===== src/rtl/types_pkg.sv =====
// Shared types and sizing for the ROB completion arbiter and its per-requester queues.
package types_pkg;

  localparam int ROB_DEPTH  = 16;
  localparam int NUM_CQ_REQ = 3;
  localparam int CQ_DEPTH   = 2;

  typedef logic [4:0] rob_tag_t;

  typedef enum logic [1:0] {
    CQ_ALU,
    CQ_MEM,
    CQ_BR
  } cq_req_e;

  // Round-robin successor in the fixed order alu -> mem -> br -> alu.
  function automatic cq_req_e rr_next(input cq_req_e r);
    case (r)
      CQ_ALU:  return CQ_MEM;
      CQ_MEM:  return CQ_BR;
      default: return CQ_ALU;
    endcase
  endfunction

endpackage


===== src/rtl/rob_complete_arb_queue.sv =====
// Two-entry in-order completion queue with pop and per-slot squash; survivors are
// compacted toward slot 0 so slot 0 is always the head.
module complete_queue
  import types_pkg::*;
(
  input  logic                clk,
  input  logic                reset,
  input  logic                push_i,
  input  rob_tag_t            push_tag_i,
  input  logic                pop_i,
  input  logic [CQ_DEPTH-1:0] squash_i,
  output logic                ready_o,
  output logic                head_vld_o,
  output rob_tag_t            head_tag_o,
  output rob_tag_t            next_tag_o,
  output logic [CQ_DEPTH-1:0] live_o
);

  logic [CQ_DEPTH-1:0] vld_q, vld_d;
  rob_tag_t            tag0_q, tag0_d;
  rob_tag_t            tag1_q, tag1_d;
  logic                keep0, keep1, push_ok;

  assign ready_o    = !(vld_q[0] && vld_q[1]);
  assign push_ok    = push_i && ready_o;
  assign keep0      = vld_q[0] && !pop_i && !squash_i[0];
  assign keep1      = vld_q[1] && !squash_i[1];
  assign head_vld_o = vld_q[0];
  assign head_tag_o = tag0_q;
  assign next_tag_o = tag1_q;
  assign live_o     = vld_q;

  always_comb begin
    vld_d  = '0;
    tag0_d = tag0_q;
    tag1_d = tag1_q;
    if (keep0) begin
      vld_d[0] = 1'b1;
      if (keep1) begin
        vld_d[1] = 1'b1;
      end else if (push_ok) begin
        vld_d[1] = 1'b1;
        tag1_d   = push_tag_i;
      end
    end else if (keep1) begin
      // Head left (popped or squashed): older survivor moves up, new entry goes behind it.
      vld_d[0] = 1'b1;
      tag0_d   = tag1_q;
      if (push_ok) begin
        vld_d[1] = 1'b1;
        tag1_d   = push_tag_i;
      end
    end else if (push_ok) begin
      vld_d[0] = 1'b1;
      tag0_d   = push_tag_i;
    end
  end

  always_ff @(posedge clk) begin
    if (reset) vld_q <= '0;
    else       vld_q <= vld_d;
    tag0_q <= tag0_d;
    tag1_q <= tag1_d;
  end

endmodule


===== src/rtl/rob_complete_arb.sv =====
// Round-robin arbiter draining three completion queues into the ROB, with
// age-based squash of wrong-path entries on a branch mispredict.
module rob_complete_arb
  import types_pkg::*;
(
  input  logic       clk,
  input  logic       reset,
  input  logic       alu_valid,
  input  logic [4:0] alu_tag,
  output logic       alu_ready,
  input  logic       mem_valid,
  input  logic [4:0] mem_tag,
  output logic       mem_ready,
  input  logic       br_valid,
  input  logic [4:0] br_tag,
  output logic       br_ready,
  input  logic       mispredict,
  input  logic [4:0] mispredict_tag,
  input  logic [4:0] rob_head,
  output logic       complete_in,
  output logic [4:0] rob_fu,
  output logic       pending
);

  logic [NUM_CQ_REQ-1:0] req_valid, req_ready, q_push, q_pop, head_vld;
  rob_tag_t              req_tag  [NUM_CQ_REQ];
  rob_tag_t              head_tag [NUM_CQ_REQ];
  rob_tag_t              next_tag [NUM_CQ_REQ];
  logic [CQ_DEPTH-1:0]   q_squash [NUM_CQ_REQ];
  logic [CQ_DEPTH-1:0]   q_live   [NUM_CQ_REQ];

  cq_req_e  rr_q, cand1, cand2, grant_idx;
  logic     grant_vld, grant_kill, grant_ok, complete_q;
  rob_tag_t grant_tag, rob_fu_q;
  logic     unused_tag_msb;

  // Age is distance from the retire pointer, modulo the 16-entry ROB.
  function automatic logic younger(input logic [3:0] t, input logic [3:0] br,
                                   input logic [3:0] head);
    logic [3:0] age_t, age_br;
    age_t  = t - head;
    age_br = br - head;
    return age_t > age_br;
  endfunction

  assign unused_tag_msb = ^{rob_head[4], mispredict_tag[4]};

  assign req_valid  = {br_valid, mem_valid, alu_valid};
  assign req_tag[0] = alu_tag;
  assign req_tag[1] = mem_tag;
  assign req_tag[2] = br_tag;
  assign alu_ready  = req_ready[0];
  assign mem_ready  = req_ready[1];
  assign br_ready   = req_ready[2];

  for (genvar i = 0; i < NUM_CQ_REQ; i++) begin : g_q
    // Wrong-path requests are still handshaken so the producer moves on, but never stored.
    assign q_push[i] = req_valid[i] && req_ready[i] &&
                       !(mispredict && younger(req_tag[i][3:0], mispredict_tag[3:0], rob_head[3:0]));
    assign q_pop[i]  = grant_vld && (int'(grant_idx) == i);
    assign q_squash[i] = {mispredict && younger(next_tag[i][3:0], mispredict_tag[3:0], rob_head[3:0]),
                          mispredict && younger(head_tag[i][3:0], mispredict_tag[3:0], rob_head[3:0])};

    complete_queue u_q (
      .clk        (clk),
      .reset      (reset),
      .push_i     (q_push[i]),
      .push_tag_i (req_tag[i]),
      .pop_i      (q_pop[i]),
      .squash_i   (q_squash[i]),
      .ready_o    (req_ready[i]),
      .head_vld_o (head_vld[i]),
      .head_tag_o (head_tag[i]),
      .next_tag_o (next_tag[i]),
      .live_o     (q_live[i])
    );
  end

  assign cand1 = rr_next(rr_q);
  assign cand2 = rr_next(cand1);

  always_comb begin
    grant_vld = 1'b1;
    grant_idx = rr_q;
    if (head_vld[rr_q])       grant_idx = rr_q;
    else if (head_vld[cand1]) grant_idx = cand1;
    else if (head_vld[cand2]) grant_idx = cand2;
    else                      grant_vld = 1'b0;
  end

  // A younger head granted in the flush cycle is popped and dropped, not completed.
  assign grant_tag  = head_tag[grant_idx];
  assign grant_kill = mispredict && younger(grant_tag[3:0], mispredict_tag[3:0], rob_head[3:0]);
  assign grant_ok   = grant_vld && !grant_kill;

  always_ff @(posedge clk) begin
    if (reset) begin
      complete_q <= 1'b0;
      rob_fu_q   <= '0;
      rr_q       <= CQ_ALU;
    end else begin
      complete_q <= grant_ok;
      rob_fu_q   <= grant_ok ? grant_tag : '0;
      if (grant_ok) rr_q <= rr_next(grant_idx);
    end
  end

  assign complete_in = complete_q;
  assign rob_fu      = rob_fu_q;
  assign pending     = |{q_live[0], q_live[1], q_live[2]};

endmodule


===== config.mk =====
export PLATFORM = sky130hd
export DESIGN_NAME = rob_complete_arb
export DESIGN_NICKNAME = d
export VERILOG_FILES = /design/src/rtl/types_pkg.sv /design/src/rtl/rob_complete_arb_queue.sv /design/src/rtl/rob_complete_arb.sv
export SDC_FILE = /design/constraint.sdc
export NUM_CORES = 1
export LEC_CHECK = 0
export BUFFER_PORTS_ARGS = -buffer_cell sky130_fd_sc_hd__buf_2
export CORE_MARGIN = 3
export CORE_UTILIZATION = 39
export DETAILED_ROUTE_END_ITERATION = 7
export HOLD_SLACK_MARGIN = 0.02
export PLACE_DENSITY = 0.58
export SLEW_MARGIN = 20
export SYNTH_ARGS = -nofsm -noshare
export SYNTH_HDL_FRONTEND = slang
export SYNTH_HIERARCHICAL = 1
export SYNTH_SLANG_ARGS = --single-unit
export TNS_END_PERCENT = 30

===== constraint.sdc =====
create_clock -name clk -period 8.35 [get_ports clk]
set_input_delay 1.67 -clock clk [delete_from_list [all_inputs] [get_ports clk]]
set_output_delay 1.67 -clock clk [all_outputs]
set_load 0.005 [all_outputs]

* Yosys cells after proc, flatten, opt, wreduce, memory -nomap -nowiden
Cells that the tools add are included.
** Word-level totals
- Bits in latches :: 0
- Register bits after elaboration :: 44
- Output and inout bits :: 10
- Input port bits :: 31
- Bits in writable memories :: 0
- Word-level logic and storage cells :: 167
- Memories kept :: 0
- Bits in read-only memories :: 0
** Cells by class
- Divide/modulo/power cells :: 0
- Multipliers :: 0
- Add/sub/neg operators :: 11
- Bitwise gates (word level) :: 5
- Muxes and demuxes :: 48
- Reductions and logical operators :: 69
- Magnitude comparators :: 14
- Shifts and indexed selects :: 0
- Equal/unequal tests :: 8
** Operators with widths (number)
- $mux 5 :: 20
- $sub 4x4->4 :: 11
- $gt 4x4->1 :: 10
- $logic_and 1x1->1 :: 35
- $logic_not 1->1 :: 16
- $mux 1 :: 15
- $mux 2 :: 6
- $pmux 2 s2 :: 3
- $reduce_and 2->1 :: 6
- $reduce_bool 2->1 :: 6
- $bmux 5 s2 :: 1
- $lt 2x3->1 const B :: 3
- $logic_not 2->1 :: 4
- $bmux 1 s2 :: 3
- $eq 2x1->1 const B :: 3
- $ne 2x2->1 const B :: 3
- $reduce_or 6->1 :: 1
- $eq 2x2->1 const B :: 2
- $not 1->1 :: 4
- $ge 3x3->1 const B :: 1
- $not 2->3 :: 1
- $reduce_or 2->1 :: 1

* Logic depth before layout (Yosys ltp)
- Word-level depth :: 20
- Depth in mapped cells :: 18
- Mapped depth without buffers :: 17

* Hierarchy
Netlist, hierarchy kept.
** Modules (own cells, without submodules)
- rob_complete_arb :: area an instance 2596.2 um^2, cells each 308, times used 1, sequential area each 160.2 um^2
- complete_queue :: area an instance 499.2 um^2, cells each 41, times used 3, sequential area each 340.3 um^2

* Least setup slack after synthesis
OpenSTA, ideal clock, no wires.
- Path kind :: input -> register
- Start point :: in rob_head[1]
- End point :: reg g_q[0].u_q.tag0_q[0], enable pin
- Slack :: 3.415 ns
- Arrival :: 4.596 ns
- Setup time :: 0.340 ns
- Path buffers :: 1
- Stages on the path :: 13
- Data required time :: 8.010 ns
- Path through :: inv_1 -> ha_1 -> a21o_1 -> a21oi_1 -> xnor2_1 -> ha_1 -> nand3_1 -> o22ai_1 -> o221a_2 -> nor2b_4 -> buf_6 -> a21oi_1 -> nor2_1
** RTL lines
- start, declared :: line rob_complete_arb.sv:19 : input logic [4:0] rob_head,
- end signal, assigned :: line rob_complete_arb_queue.sv:62 : tag0_q <= tag0_d;
- end, declared :: line rob_complete_arb_queue.sv:20 : rob_tag_t tag0_q, tag0_d;

==> run metrics <==
NetSw=between 0.0004 and 0.0005 W; final setup vio count=0; FF+latch count, synth=44; Slew HR=58.07%; CP Data Arrival Time=4730 ps; post-synth top area cell=ha_1; die area=~0.012 mm2; fill count=between 1,000 and 1,500; DRT iter0 DRCs=78; CTS tree=built; cell count after placement=596; Final Cycle Share=57.14%; cts hold-fix bufs=0; via count=3,077; clk slew on worst S/H paths=80 ps; syn_nets=between 500 and 600; main area contributors after synthesis=ha_1 (22%), edfxtp_1 (22%), dfxtp_1 (6.8%), nand2_1 (5.6%), fa_1 (5.4%); fin area=0.004531 mm2; CP required=8310 ps; post-CTS setup buffers=0; layout cell share with drive strength beyond 1=14.44%; Comb power frac=56.1%; initial antenna violation count=0; Tmin final=approximately 4800 ps; CTS Buf Count=5; crit start category=input pin; PostCTS Resize Cnt=0; syn avg cell area=9.499 um2; Die Wd=108.5 um; placed inst area=~0.0044 mm2; Post-synth ARST share=0%; # Max-Cap Violations=0; clock power share=15.5%; cell internal pwr=between 0.0006 and 0.0007 W; RSZ-0062 raised after global routing=false; H-Tree Depth=2; yosys warns=6; DRT Wirelength=9324 um; clock tree sinks=44; Worst Tran Pin Value=628.2 ps; Fmax=roughly 210 MHz; grt total ovfl=0; Post-Synthesis Cells=between 400 and 500; GP Congestion=0.8410; crit path max fanout=21; worst skew pair latency=290 ps; WL per Instance=15.44 um; global-route wire length before repair=15,490 um; Reg power frac=28.4%; Max Slew Vio Count=0; Post-Place Worst Slack=roughly 3200 ps; Yosys top cell area share=22.31%; final hold viol count=0; EDFF count, synth=30; I/O pin count=41; Leakage=2.082 nW; Setup crit end kind=register; Layout Cells excl Fill=604; commonest register cell after synthesis=edfxtp_1; mapped cell area=about 0.0041 mm2; Antenna Cells=0; vias in the first global route=roughly 3,200; Seq/Total Area, Yosys=28.85%; DP HPWL=7126 um; Final ANT Viol Nets=0; commonest non-fill, non-tap cell in the layout=ha_1; routed vias/inst=5.094; Worst Hold Class=register to register; Pre-antenna DRT Iters=4; worst clock skew=5.581 ps; worst vdd ir=0.09740 mV; Pwr Density=254.8 mW/mm2; Core ar.=0.01000 mm2; clock tree buffer depth=2; Yosys cell types=46; row cnt=36; nets=585; Remaining DRCs=0; overall routing resource usage=between 10% and 20%; Worst Slack Setup Final=around 3600 ps; Initial Utilization=40.94%; IO Port Bufs=38; clock root buffer=clkbuf_8; Sw Ratio=between 40% and 50%; hold slack=525.5 ps; commonest non-fill, non-tap cells in the layout=ha_1 (73), nand2_1 (61), inv_1 (40); TNS Setup=0 ps; status=finished, final reports clean; WS Path Type=input pin to register; P&R area growth vs syn=10.67%; largest net degree at the start of global routing=22; Die Height=108.5 um
routing by layer:
layer	share of wire, %	GRT usage (%)	wire length (um)
met5	0	0	0
met4	2.0	5.050	190
met3	2.6	1.851	246
met2	50	29.52	4643
met1	46	22.06	4244
cell usage after synthesis, drive strengths merged (3+ instances only):
| master | instances |
|---|---|
| nor2b | 12 |
| buf | 8 |
| a21oi | 36 |
| nand2 | 62 |
| xnor2 | 23 |
| o211ai | 6 |
| a21o | 11 |
| or2b | 3 |
| nand4 | 7 |
| nand3 | 8 |
| fa | 11 |
| or2 | 3 |
| o21ai | 12 |
| o21a | 6 |
| and3 | 4 |
| nor2 | 12 |
| nor3 | 5 |
| dfxtp | 14 |
| inv | 40 |
| nand2b | 10 |
| o22ai | 3 |
| a21boi | 3 |
| edfxtp | 30 |
| ha | 73 |
| and2 | 3 |
| xor2 | 10 |
| nor3b | 3 |
layout make-up:
type	count	area, um2	share of cell area, %
Inverter	40	150.1	3.314
Multi-Input combinational cell	338	2694	59.46
Timing Repair Buffer	41	212.7	4.695
Clock inverter	1	30.03	0.6628
Clock buffer	7	96.34	2.126
Sequential cell	44	1181	26.07
Tap cell	133	166.4	3.673
final timing paths:
kind	startpoint	slack (ps)	endpoint	cells after the start
hold reg to reg	g_q[2].u_q/next_tag_o[4]	530	g_q[2].u_q/head_tag_o[4]	2
setup reg to reg	g_q[0].u_q/live_o[0]	4360	rob_fu[0]	15
hold / removal	g_q[2].u_q/next_tag_o[4]	530	g_q[2].u_q/head_tag_o[4]	2
setup / recovery	rob_head[1]	3580	g_q[1].u_q/head_tag_o[4]	14
kinds of logic after synthesis:
group,after synthesis,synth area share (%)
AOI/OAI and AO/OA,85,13.88
xor gates and xnor gates,33,7.060
adders and majority gates,84,27.69
buffers and inverters,49,5.348
DFF,44,28.85
and+or+nand+nor,136,17.18
power by group through the flow:
stage               Clock [W]  Combinational [W]  Sequential, W
global route         0.000191           0.000754       0.000335
floorplan                   0           0.000501       0.000325
CTS                  0.000182           0.000655       0.000329
detailed placement          0           0.000650       0.000334
finish               0.000179           0.000647       0.000328
global placement            0           0.000629       0.000333
metrics by stage:
step / utilization, % / power [W]
detailed placement: 44.04 / 0.0009831
global placement: 44.04 / 0.0009620
CTS: 45.31 / 0.001166
floorplan: - / 0.0008253
global route: 45.31 / 0.001280
finish: 45.31 / 0.001155
sequential cells by signal, indices dropped and copies added (netlist names):
register / flops
complete_in: 1
rob_fu: 5
g_q.u_q/head_tag_o: 15
g_q.u_q/next_tag_o: 15
g_q.u_q/live_o: 6
rr_q: 2
critical path, stage by stage:
cell and delay (ps):
buf_2 120, inv_1 50, buf_4 350, fa_1 480
inv_1 440, ha_1 360, nor2b_1 140, o21ai_0 140
nand2b_1 70, a21oi_1 140, nor2_1 90, nor2b_4 220
a21oi_1 90, nor2_1 350
Note: power is estimated with default switching activity, not from simulation.
